## src/rtl/mem_port_arbiter.sv

```systemverilog
// Two-requester arbiter for a single SRAM port: data side has priority,
// fetch is protected from starvation, one transaction in flight at a time.
module mem_port_arbiter #(
    parameter int unsigned READ_LAT   = 1,
    parameter int unsigned MAX_STARVE = 3
) (
    input  logic        clk,
    input  logic        rst,
    input  logic        i_req,
    input  logic [31:0] i_addr,
    output logic        i_ready,
    output logic        i_rvalid,
    output logic [31:0] i_rdata,
    input  logic        d_req,
    input  logic [3:0]  d_wen,
    input  logic [31:0] d_addr,
    input  logic [31:0] d_wdata,
    output logic        d_ready,
    output logic        d_rvalid,
    output logic [31:0] d_rdata,
    output logic        mem_en,
    output logic [3:0]  mem_wen,
    output logic [31:0] mem_addr,
    output logic [31:0] mem_wdata,
    input  logic [31:0] mem_rdata
);

    localparam int unsigned CNT_W    = 2;
    localparam int unsigned STARVE_W = $clog2(MAX_STARVE + 1);

    typedef enum logic {
        IDLE = 1'b0,
        WAIT = 1'b1
    } state_t;

    state_t              state;
    logic [CNT_W-1:0]    cnt;
    logic                owner_d;
    logic [STARVE_W-1:0] starve;

    logic grant_d;
    logic grant_i;
    logic fetch_due;
    logic rd_done;

    // Read data is passed straight through; only rvalid qualifies it.
    assign i_rdata = mem_rdata;
    assign d_rdata = mem_rdata;

    // Arbitration: only in IDLE and never while reset is asserted.
    always_comb begin
        grant_d   = 1'b0;
        grant_i   = 1'b0;
        fetch_due = i_req && (starve == STARVE_W'(MAX_STARVE));
        rd_done   = rst && (state == WAIT) && (cnt == CNT_W'(0));
        if (rst && (state == IDLE)) begin
            if (d_req && !fetch_due) begin
                grant_d = 1'b1;
            end else if (i_req) begin
                grant_i = 1'b1;
            end
        end
    end

    // SRAM request mux and handshake/return pulses.
    always_comb begin
        i_ready   = grant_i;
        d_ready   = grant_d;
        mem_en    = grant_i || grant_d;
        mem_wen   = 4'd0;
        mem_addr  = 32'd0;
        mem_wdata = 32'd0;
        if (grant_d) begin
            mem_wen   = d_wen;
            mem_addr  = d_addr;
            mem_wdata = d_wdata;
        end else if (grant_i) begin
            mem_addr  = i_addr;
        end
        i_rvalid = rd_done && !owner_d;
        d_rvalid = rd_done && owner_d;
    end

    // Transaction tracking, latency countdown and starvation bookkeeping.
    always_ff @(posedge clk) begin
        if (!rst) begin
            state   <= IDLE;
            cnt     <= CNT_W'(0);
            owner_d <= 1'b0;
            starve  <= STARVE_W'(0);
        end else begin
            case (state)
                IDLE: begin
                    if (grant_d) begin
                        if (!i_req) begin
                            starve <= STARVE_W'(0);
                        end else if (starve != STARVE_W'(MAX_STARVE)) begin
                            starve <= starve + STARVE_W'(1);
                        end
                        if (d_wen == 4'd0) begin
                            state   <= WAIT;
                            owner_d <= 1'b1;
                            cnt     <= CNT_W'(READ_LAT - 1);
                        end
                    end else if (grant_i) begin
                        starve  <= STARVE_W'(0);
                        state   <= WAIT;
                        owner_d <= 1'b0;
                        cnt     <= CNT_W'(READ_LAT - 1);
                    end
                end
                WAIT: begin
                    if (cnt == CNT_W'(0)) begin
                        state <= IDLE;
                    end else begin
                        cnt <= cnt - CNT_W'(1);
                    end
                end
                default: state <= IDLE;
            endcase
        end
    end

endmodule

```

## config.mk

```make
export PLATFORM = sky130hd
export DESIGN_NAME = mem_port_arbiter
export DESIGN_NICKNAME = d
export VERILOG_FILES = /design/src/rtl/mem_port_arbiter.sv
export SDC_FILE = /design/constraint.sdc
export NUM_CORES = 1
export LEC_CHECK = 0
export CAP_MARGIN = 5
export CORE_AREA = 5 5 103 105
export CTS_CLUSTER_SIZE = 14
export DETAILED_ROUTE_END_ITERATION = 10
export DIE_AREA = 0 0 108 110
export PLACE_DENSITY_LB_ADDON = 0.12
export SLEW_MARGIN = 20
export SYNTH_ARGS = -nofsm -noshare
export SYNTH_HDL_FRONTEND = slang
export SYNTH_SLANG_ARGS = --single-unit
export TNS_END_PERCENT = 30
```

## constraint.sdc

```tcl
create_clock -name clk -period 2.35 [get_ports clk]
set_input_delay 0.235 -clock clk [delete_from_list [all_inputs] [get_ports clk]]
set_output_delay 0.235 -clock clk [all_outputs]
set_load 0.005 [all_outputs]
```

# Word-level counts from Yosys, hierarchy flattened
# Index checks and enable logic that the tools add are counted.
[op_classes]
eq_ne = 7
n_reduce_logical = 16
n_addsub = 2
mux = 25
bitwise_logic = 1
[ops]
columns = ["cell", "n"]
rows = [
  ["32-bit two-way mux", 3],
  ["2-bit two-way mux", 7],
  ["1-bit two-way mux", 12],
  ["3-bit AND reduction", 3],
  ["1-bit logical AND", 7],
  ["3-bit by 2-bit inequality test with 1-bit output, second input constant", 2],
  ["4-bit zero test", 1],
  ["4-bit two-way mux", 1],
  ["2-bit inequality test, second input constant", 2],
  ["2-bit case mux with 2 select lines", 1],
  ["3-bit inequality test, second input constant", 1],
  ["2-bit by 1-bit adder with 2-bit output, second input constant", 1],
  ["2-bit equality test, second input constant", 1],
  ["1-bit zero test", 2],
  ["2-bit zero test", 1],
  ["2-bit by 1-bit inequality test with 1-bit output, second input constant", 1],
  ["1-bit case mux with 2 select lines", 1],
  ["2-bit nonzero test", 1],
  ["2-bit by 1-bit subtractor with 2-bit output, second input constant", 1],
  ["1-bit logical OR", 1],
  ["1-bit inverter", 1],
]
[word_totals]
elab_cells = 55
in_bits = 136
register_bits = 6

# Logic depth before layout (Yosys ltp)
# Gate-level depths: netlist of the first run.
[logic_depth]
word_depth = 9
ltp_mapped = 6
ltp_nobuf = 5

# Worst setup path after synthesis of the first run
# Ideal clock, no wire load.
[synth_timing]
kind = "reg2out"
from = "register starve[0]"
to = "output port mem_wdata[21]"
n_path_buf = 2
arrival_ps = 1233
stages_incl_launch_ff = 6
setup_slack_ps = 882
cell_sequence = "dfxtp_1 ha_1 nand2_1 clkbuf_1 clkbuf_1 and3_1"
[synth_via]
elab_chain_len = 7
[synth_lines]
columns = ["element", "line_no", "text"]
rows = [
  ["start: declaration", "39", "logic [STARVE_W-1:0] starve;"],
  ["start signal: assignment", "98", "starve <= starve + STARVE_W'(1);"],
  ["2-bit equality test", "54", "fetch_due = i_req && (starve == STARVE_W'(MAX_STARVE));"],
  ["1-bit logical AND", "54", ""],
  ["1-bit zero test", "57", "if (d_req && !fetch_due) begin"],
  ["1-bit logical AND", "57", ""],
  ["1-bit two-way mux", "57", ""],
  ["1-bit two-way mux", "56", "if (rst && (state == IDLE)) begin"],
  ["32-bit two-way mux", "73", "if (grant_d) begin"],
  ["end: declaration", "24", "output logic [31:0] mem_wdata,"],
]
# No other way between the ends.

# Worst setup path in the final report of the first run
[layout_timing]
from = "input port rst"
to = "output port mem_addr[9]"
[layout_via]
elab_chain_len = 4
word_cells_on_any_way = 5
[layout_lines]
columns = ["element", "line_no", "text"]
rows = [
  ["start: declaration", "8", "input logic rst,"],
  ["1-bit logical AND *", "56", ""],
  ["1-bit two-way mux", "56", ""],
  ["32-bit two-way mux", "77", "end else if (grant_i) begin"],
  ["32-bit two-way mux *", "73", ""],
  ["end: declaration", "23", "output logic [31:0] mem_addr,"],
]
# Mark *: on every way between the ends. The rest lies on a longest branch, timed or not.

==> results.yml, run 1 <==
finish:
  fin_nets: 441
  mostFrequentLayoutCells: "175 x clkdlybuf4s50_1, 37 x and3_1, 32 x a22o_1, 6 x dfxtp_1, 5 x buf_4"
  synthToLayoutAreaGrowth_pct: 105
  drive_gt1_share_pct: 4.32
  fin_cells: 434
  layout_commonest_cell: "clkdlybuf4s50_1"
  n_antenna_cell: 0
  fin_area_mm2: 0.00295
  fillCellCount: 1015
worst_setup_path:
  cp.arrival_ns: 2.04
  setup.worst_path.start_class: "input pin"
  critical_path.endpoint_type: "primary output"
  reg2reg_setup_slack_ns: 0.95
  critPathMaxFanout: 17
  cp.required_ns: 2.12
  path_class: "in2out"
clock_network:
  cts_tree: "done"
  clk_pin_slew_ns: 0.04
  cts-hold-fix-buffers: 0
  cts_root_buffer: "clkbuf_8"
  cts_buffers: 3
  clkLatencyLatePin_ns: 0.22
  h-tree-depth: 1
  cts_buffer_depth: 2
  cts.sinks: 6
route:
  firstDrtPassIters: 4
  wl_per_cell_um: 16.3
  wl_met2_um: 3330
  via_per_inst: 4.06
  wl_um: 7070
  drcViolationCount: 0
  top_layer: "met5"
  met3WireLength_um: 1090
  antenna_left: 0
  first_iter_violations: 88
  drt-met1-wl_um: 2550
  vias: 1764
timing:
  fin_setup_tns_ns: 0
  setup_viol: 0
  rsz0062_at_grt: "true"
  layout_setup_ws_ns: 0.0753
  hold_viol_final: 0
  fin_crit_sh_pct: 96.8
  period_needed_ns: 2.27
  drv_slew: 0
  clock.fmax_mhz: 440
  tightestPinTransition_ns: 0.387
  slew_headroom_pct: 73.9
  fin_worst_skew_ns: 0.00484
  whs_ns: 0.461
global_route:
  grt_first_pass_wirelength_um: 9650
  grt-ovfl-total: 0
  grt_pass1_vias: 1738
  antenna_found_initial: 1
  grt_max_degree: 40
  grt_usage_pct: 10.5
power_and_ir_drop:
  ir_drop_mv: 0.107
  p_leak_nw: 1.20
  power_density_mw_per_mm2: 236
synthesis:
  syn_area_per_cell_um2: 7.51
  synthMuxAreaShare_pct: 0
  synthDistinctLibCells: 27
  synth_compound_area_share_pct: 23.4
  ys.flop_type: "dfxtp_1"
  ys_seq_area_share_pct: 8.33
  synth_top_area_share_pct: 33.3
  syn-num-nets: 330
  synth_largest_area_cell: "buf_4"
  synth_top_family_by_area: "buffers and inverters"
  yosys.area_share.simple_pct: 25.8
  async_reset_ff_share_pct: 0
  syn-instance-count: 192
  post_synth_fa_ha_maj_area_fraction_pct: 1.74
  synth_edf_count: 0
  ys.warnings.count: 0
  synth_area_mm2: 0.00144
  ys_ff_latch: 6
  ys_top_cells_by_area: "buf_4 33%, a22o_1 19%, and3_1 16%"
  synth_xor_area_share_pct: 0
floorplan:
  ios: 273
  rows: 36
  start_util_pct: 15.1
  coreArea_mm2: 0.00955
  die-area_mm2: 0.0119
  die_x_um: 108
  fp.dieH_um: 110
place:
  place.gp.congestion: 0.730
  hpwl_um: 5690
  dp_cells: 428
  io_buffers: 176
  dp_slack_ns: 0.0795
  dpl_cell_area_mm2: 0.00287
flow_run:
  cap_viol_max_count: 0
outcome:
  outcome: "completed"
min_path:
  hp-class: "reg2reg"
what timing repair did:
action | in CTS | in global routing
endpoints found under the setup margin | 0 | 6
gates resized for setup | 0 | 2
setup buffers | 0 | 2
metal layers:
layer / track usage, % / up-vias
met5: 0 / -
met4: 3.43 / 2
met3: 5.77 / 14
met2: 18.7 / 136
met1: 10.5 / 766
li1: - / 846
stage by stage:
stage               total power, mW  util [%]
detailed placement            0.540      30.0
global placement              0.542      30.0
floorplan                     0.308         -
finish                        0.698      30.9
global route                  0.742      30.9
CTS                           0.699      30.5
cell type report:
type	count	area, um^2	share of cell area [%]
repair buffers	185	1880	63.6
multi-input cells	103	733	24.8
well taps	133	166	5.63
flip-flops and latches	6	120	4.07
clock buffers	3	41.3	1.40
inverters	4	15.0	0.508
sequential cells by signal, indices dropped and copies added (netlist names):
register and cells:
state 1, owner_d 1, cnt 2, starve 2
cells in the mapped netlist (all sizes together) (2+ instances only):
cell and instances:
nor2 4, nor2b 2, a21oi 2, nand3 2, dfxtp 6, ha 2, a31oi 3, buf 73
nand2b 3, o21ai 4, nand2 2, inv 4, and3 37, clkbuf 6, a22o 32
logic make-up after synthesis:
| logic type | after synthesis |
|---|---|
| AND/OR/NAND/NOR | 59 |
| adder cells (fa/ha/maj) | 2 |
| AO/OA/AOI/OAI | 42 |
| flip-flops | 6 |
| buffers and inverters | 83 |
power breakdown:
part / switching [mW] / total (mW) / internal, mW
sequential: 0.00245 / 0.107 / 0.105
clock: 0.0452 / 0.155 / 0.110
combinational: 0.119 / 0.435 / 0.316
critical path, cell delays in order:
cell and delay, ns:
clkdlybuf4s50_1 0.50, nand2b_1 0.12, nor3b_4 0.21, buf_6 0.15, buf_12 0.15, a22o_1 0.17
clkdlybuf4s50_1 0.51
worst paths after layout:
path,startpoint,to,depth (start not counted)
worst max-delay path,rst,mem_addr[9],7
worst min-delay path,cnt[0],cnt[0],1
worst max register to register,starve[0],state,5
worst min register to register,cnt[0],cnt[0],1
No activity file was read; power rests on OpenSTA's default activity.
==> run 2: changes to the inputs <==
CORE_AREA = 3 3 104 106   (was 5 5 103 105)
DIE_AREA = 0 0 107 109   (was 0 0 108 110)
==> run 2 against run 1 <==
Against the previous run:
- global-route usage decreased by 0.76 points
- non-clock buffer count up 2
- register-to-register slack about the same
- count of clock-buffer cells in the layout unchanged
- critical endpoint is now mem_addr[11]
- largest cell class unchanged
==> results.yml, run 2 (synthesis gave the netlist of run 1 again) <==
clock_network:
  cts-hold-fix-buffers: 0
  cts_tree: "done"
  clkLatencyLatePin_ns: 0.22
  cts_buffer_depth: 2
  cts_buffers: 3
  clk_pin_slew_ns: 0.04
  cts_root_buffer: "clkbuf_8"
  cts.sinks: 6
  h-tree-depth: 1
place:
  io_buffers: 176
  dp_slack_ns: 0.0790
  hpwl_um: 5080
  place.gp.congestion: 0.711
finish:
  fin_util_pct: 30.1
  synthToLayoutAreaGrowth_pct: 106
  fillCellCount: 1031
  fin_nets: 443
  drive_gt1_share_pct: 4.95
  largestRegisters: "cnt: 2 flops, starve: 2 flops"
  n_antenna_cell: 0
  layout_commonest_cell: "clkdlybuf4s50_1"
  mostFrequentLayoutCells: "176 x clkdlybuf4s50_1, 37 x and3_1, 32 x a22o_1, 6 x dfxtp_1, 6 x buf_4"
route:
  firstDrtPassIters: 4
  via_per_inst: 4.02
  first_iter_violations: 60
  wl_um: 6530
  wl_per_cell_um: 15.0
  antenna_left: 0
  vias: 1751
  drcViolationCount: 0
power_and_ir_drop:
  ir_drop_mv: 0.143
  power_density_mw_per_mm2: 235
  p_leak_nw: 1.20
floorplan:
  rows: 36
  fp.dieH_um: 109
  die-area_mm2: 0.0117
  start_util_pct: 14.6
  ios: 273
  coreArea_mm2: 0.00986
  die_x_um: 107
flow_run:
  cap_viol_max_count: 0
worst_setup_path:
  reg2reg_setup_slack_ns: 0.94
  setup.worst_path.start_class: "input pin"
  r2r-start: "starve[0]"
  path_class: "in2out"
  cp.arrival_ns: 2.05
  r2r_end: "owner_d"
  cp.required_ns: 2.12
  ff2ff_path_depth: 7
  critPathMaxFanout: 8
  critical_path.endpoint_type: "primary output"
timing:
  rsz0062_at_grt: "false"
  fin_setup_tns_ns: 0
  fin_crit_sh_pct: 97.2
  clock.fmax_mhz: 438
  period_needed_ns: 2.28
  setup_viol: 0
  fin_worst_skew_ns: 0.000516
  tightestPinTransition_ns: 0.431
  drv_slew: 0
  hold_viol_final: 0
  layout_setup_ws_ns: 0.0655
  slew_headroom_pct: 70.9
global_route:
  grt_first_pass_wirelength_um: 8970
  grt_usage_pct: 9.75
  grt_max_degree: 40
  grt_pass1_vias: 1635
  grt-ovfl-total: 0
  antenna_found_initial: 1
min_path:
  holdPathStages: 1
  hp-start: "cnt[0]"
  hp-class: "reg2reg"
  min_to: "cnt[0]"
outcome:
  outcome: "completed"
[run 2: cell count changes in the layout (fill, tap and decap cells not counted), sizes merged]
cell           delta
dlymetal6s2s      -1
clkdlybuf4s50     +1
buf               +2
[run 2: how the worst max path moves through the flow]
stage	startpoint	end	slack, ns	depth (start not counted)
6_report	rst	mem_addr[11]	0.07	7
5_1_grt	rst	mem_addr[2]	0.004	7
4_1_cts	starve[0]	mem_addr[31]	0.07	6
3_5_place_dp	d_req	mem_addr[31]	0.08	6
3_3_place_gp	d_req	mem_addr[0]	0.07	6
2_1_floorplan	starve[0]	mem_wdata[21]	0.88	5
[run 2: power by group]
group          internal (mW)  switching [mW]  total, mW
Clock                  0.110          0.0459      0.156
Sequential             0.105         0.00239      0.107
Combinational          0.317           0.117      0.435
Total                  0.533           0.165      0.698
[run 2: timing repair]
item,in CTS,in global routing
buffers inserted,0,2
resized for setup,0,1
setup endpoints to repair,0,4
[run 2: layout make-up]
type | count | area, um^2 | area share, %
tap | 133 | 166 | 5.60
clock buffer | 3 | 41.3 | 1.39
inverter | 4 | 15.0 | 0.505
timing repair buffer | 187 | 1890 | 63.8
multi-input combinational | 103 | 733 | 24.7
sequential | 6 | 120 | 4.04
[run 2: critical path: stages]
cell	delay, ns
clkdlybuf4s50_1	0.50
nand2b_1	0.11
nor3b_4	0.27
buf_6	0.16
clkbuf_16	0.15
a22o_1	0.12
clkdlybuf4s50_1	0.50
[run 2: routing by layer]
| layer | track usage (%) | wire length [um] | part of all wire (%) |
|---|---|---|---|
| met4 | 3.93 | 140 | 2.1 |
| met5 | 0 | 13 | 0.20 |
| met3 | 5.33 | 958 | 15 |
| met1 | 9.91 | 2300 | 35 |
| met2 | 16.8 | 3120 | 48 |
[run 2: through the flow]
stage | cell area (um^2) | instances | hold WS [ns] | power (mW)
2_1_floorplan | 1440 | 192 | 0.373 | 0.308
3_3_place_gp | 2870 | 429 | 0.447 | 0.540
3_5_place_dp | 2870 | 429 | 0.451 | 0.538
4_1_cts | 2920 | 432 | 0.457 | 0.700
5_1_grt | 2970 | 436 | 0.470 | 0.740
6_report | 2970 | 436 | 0.454 | 0.698
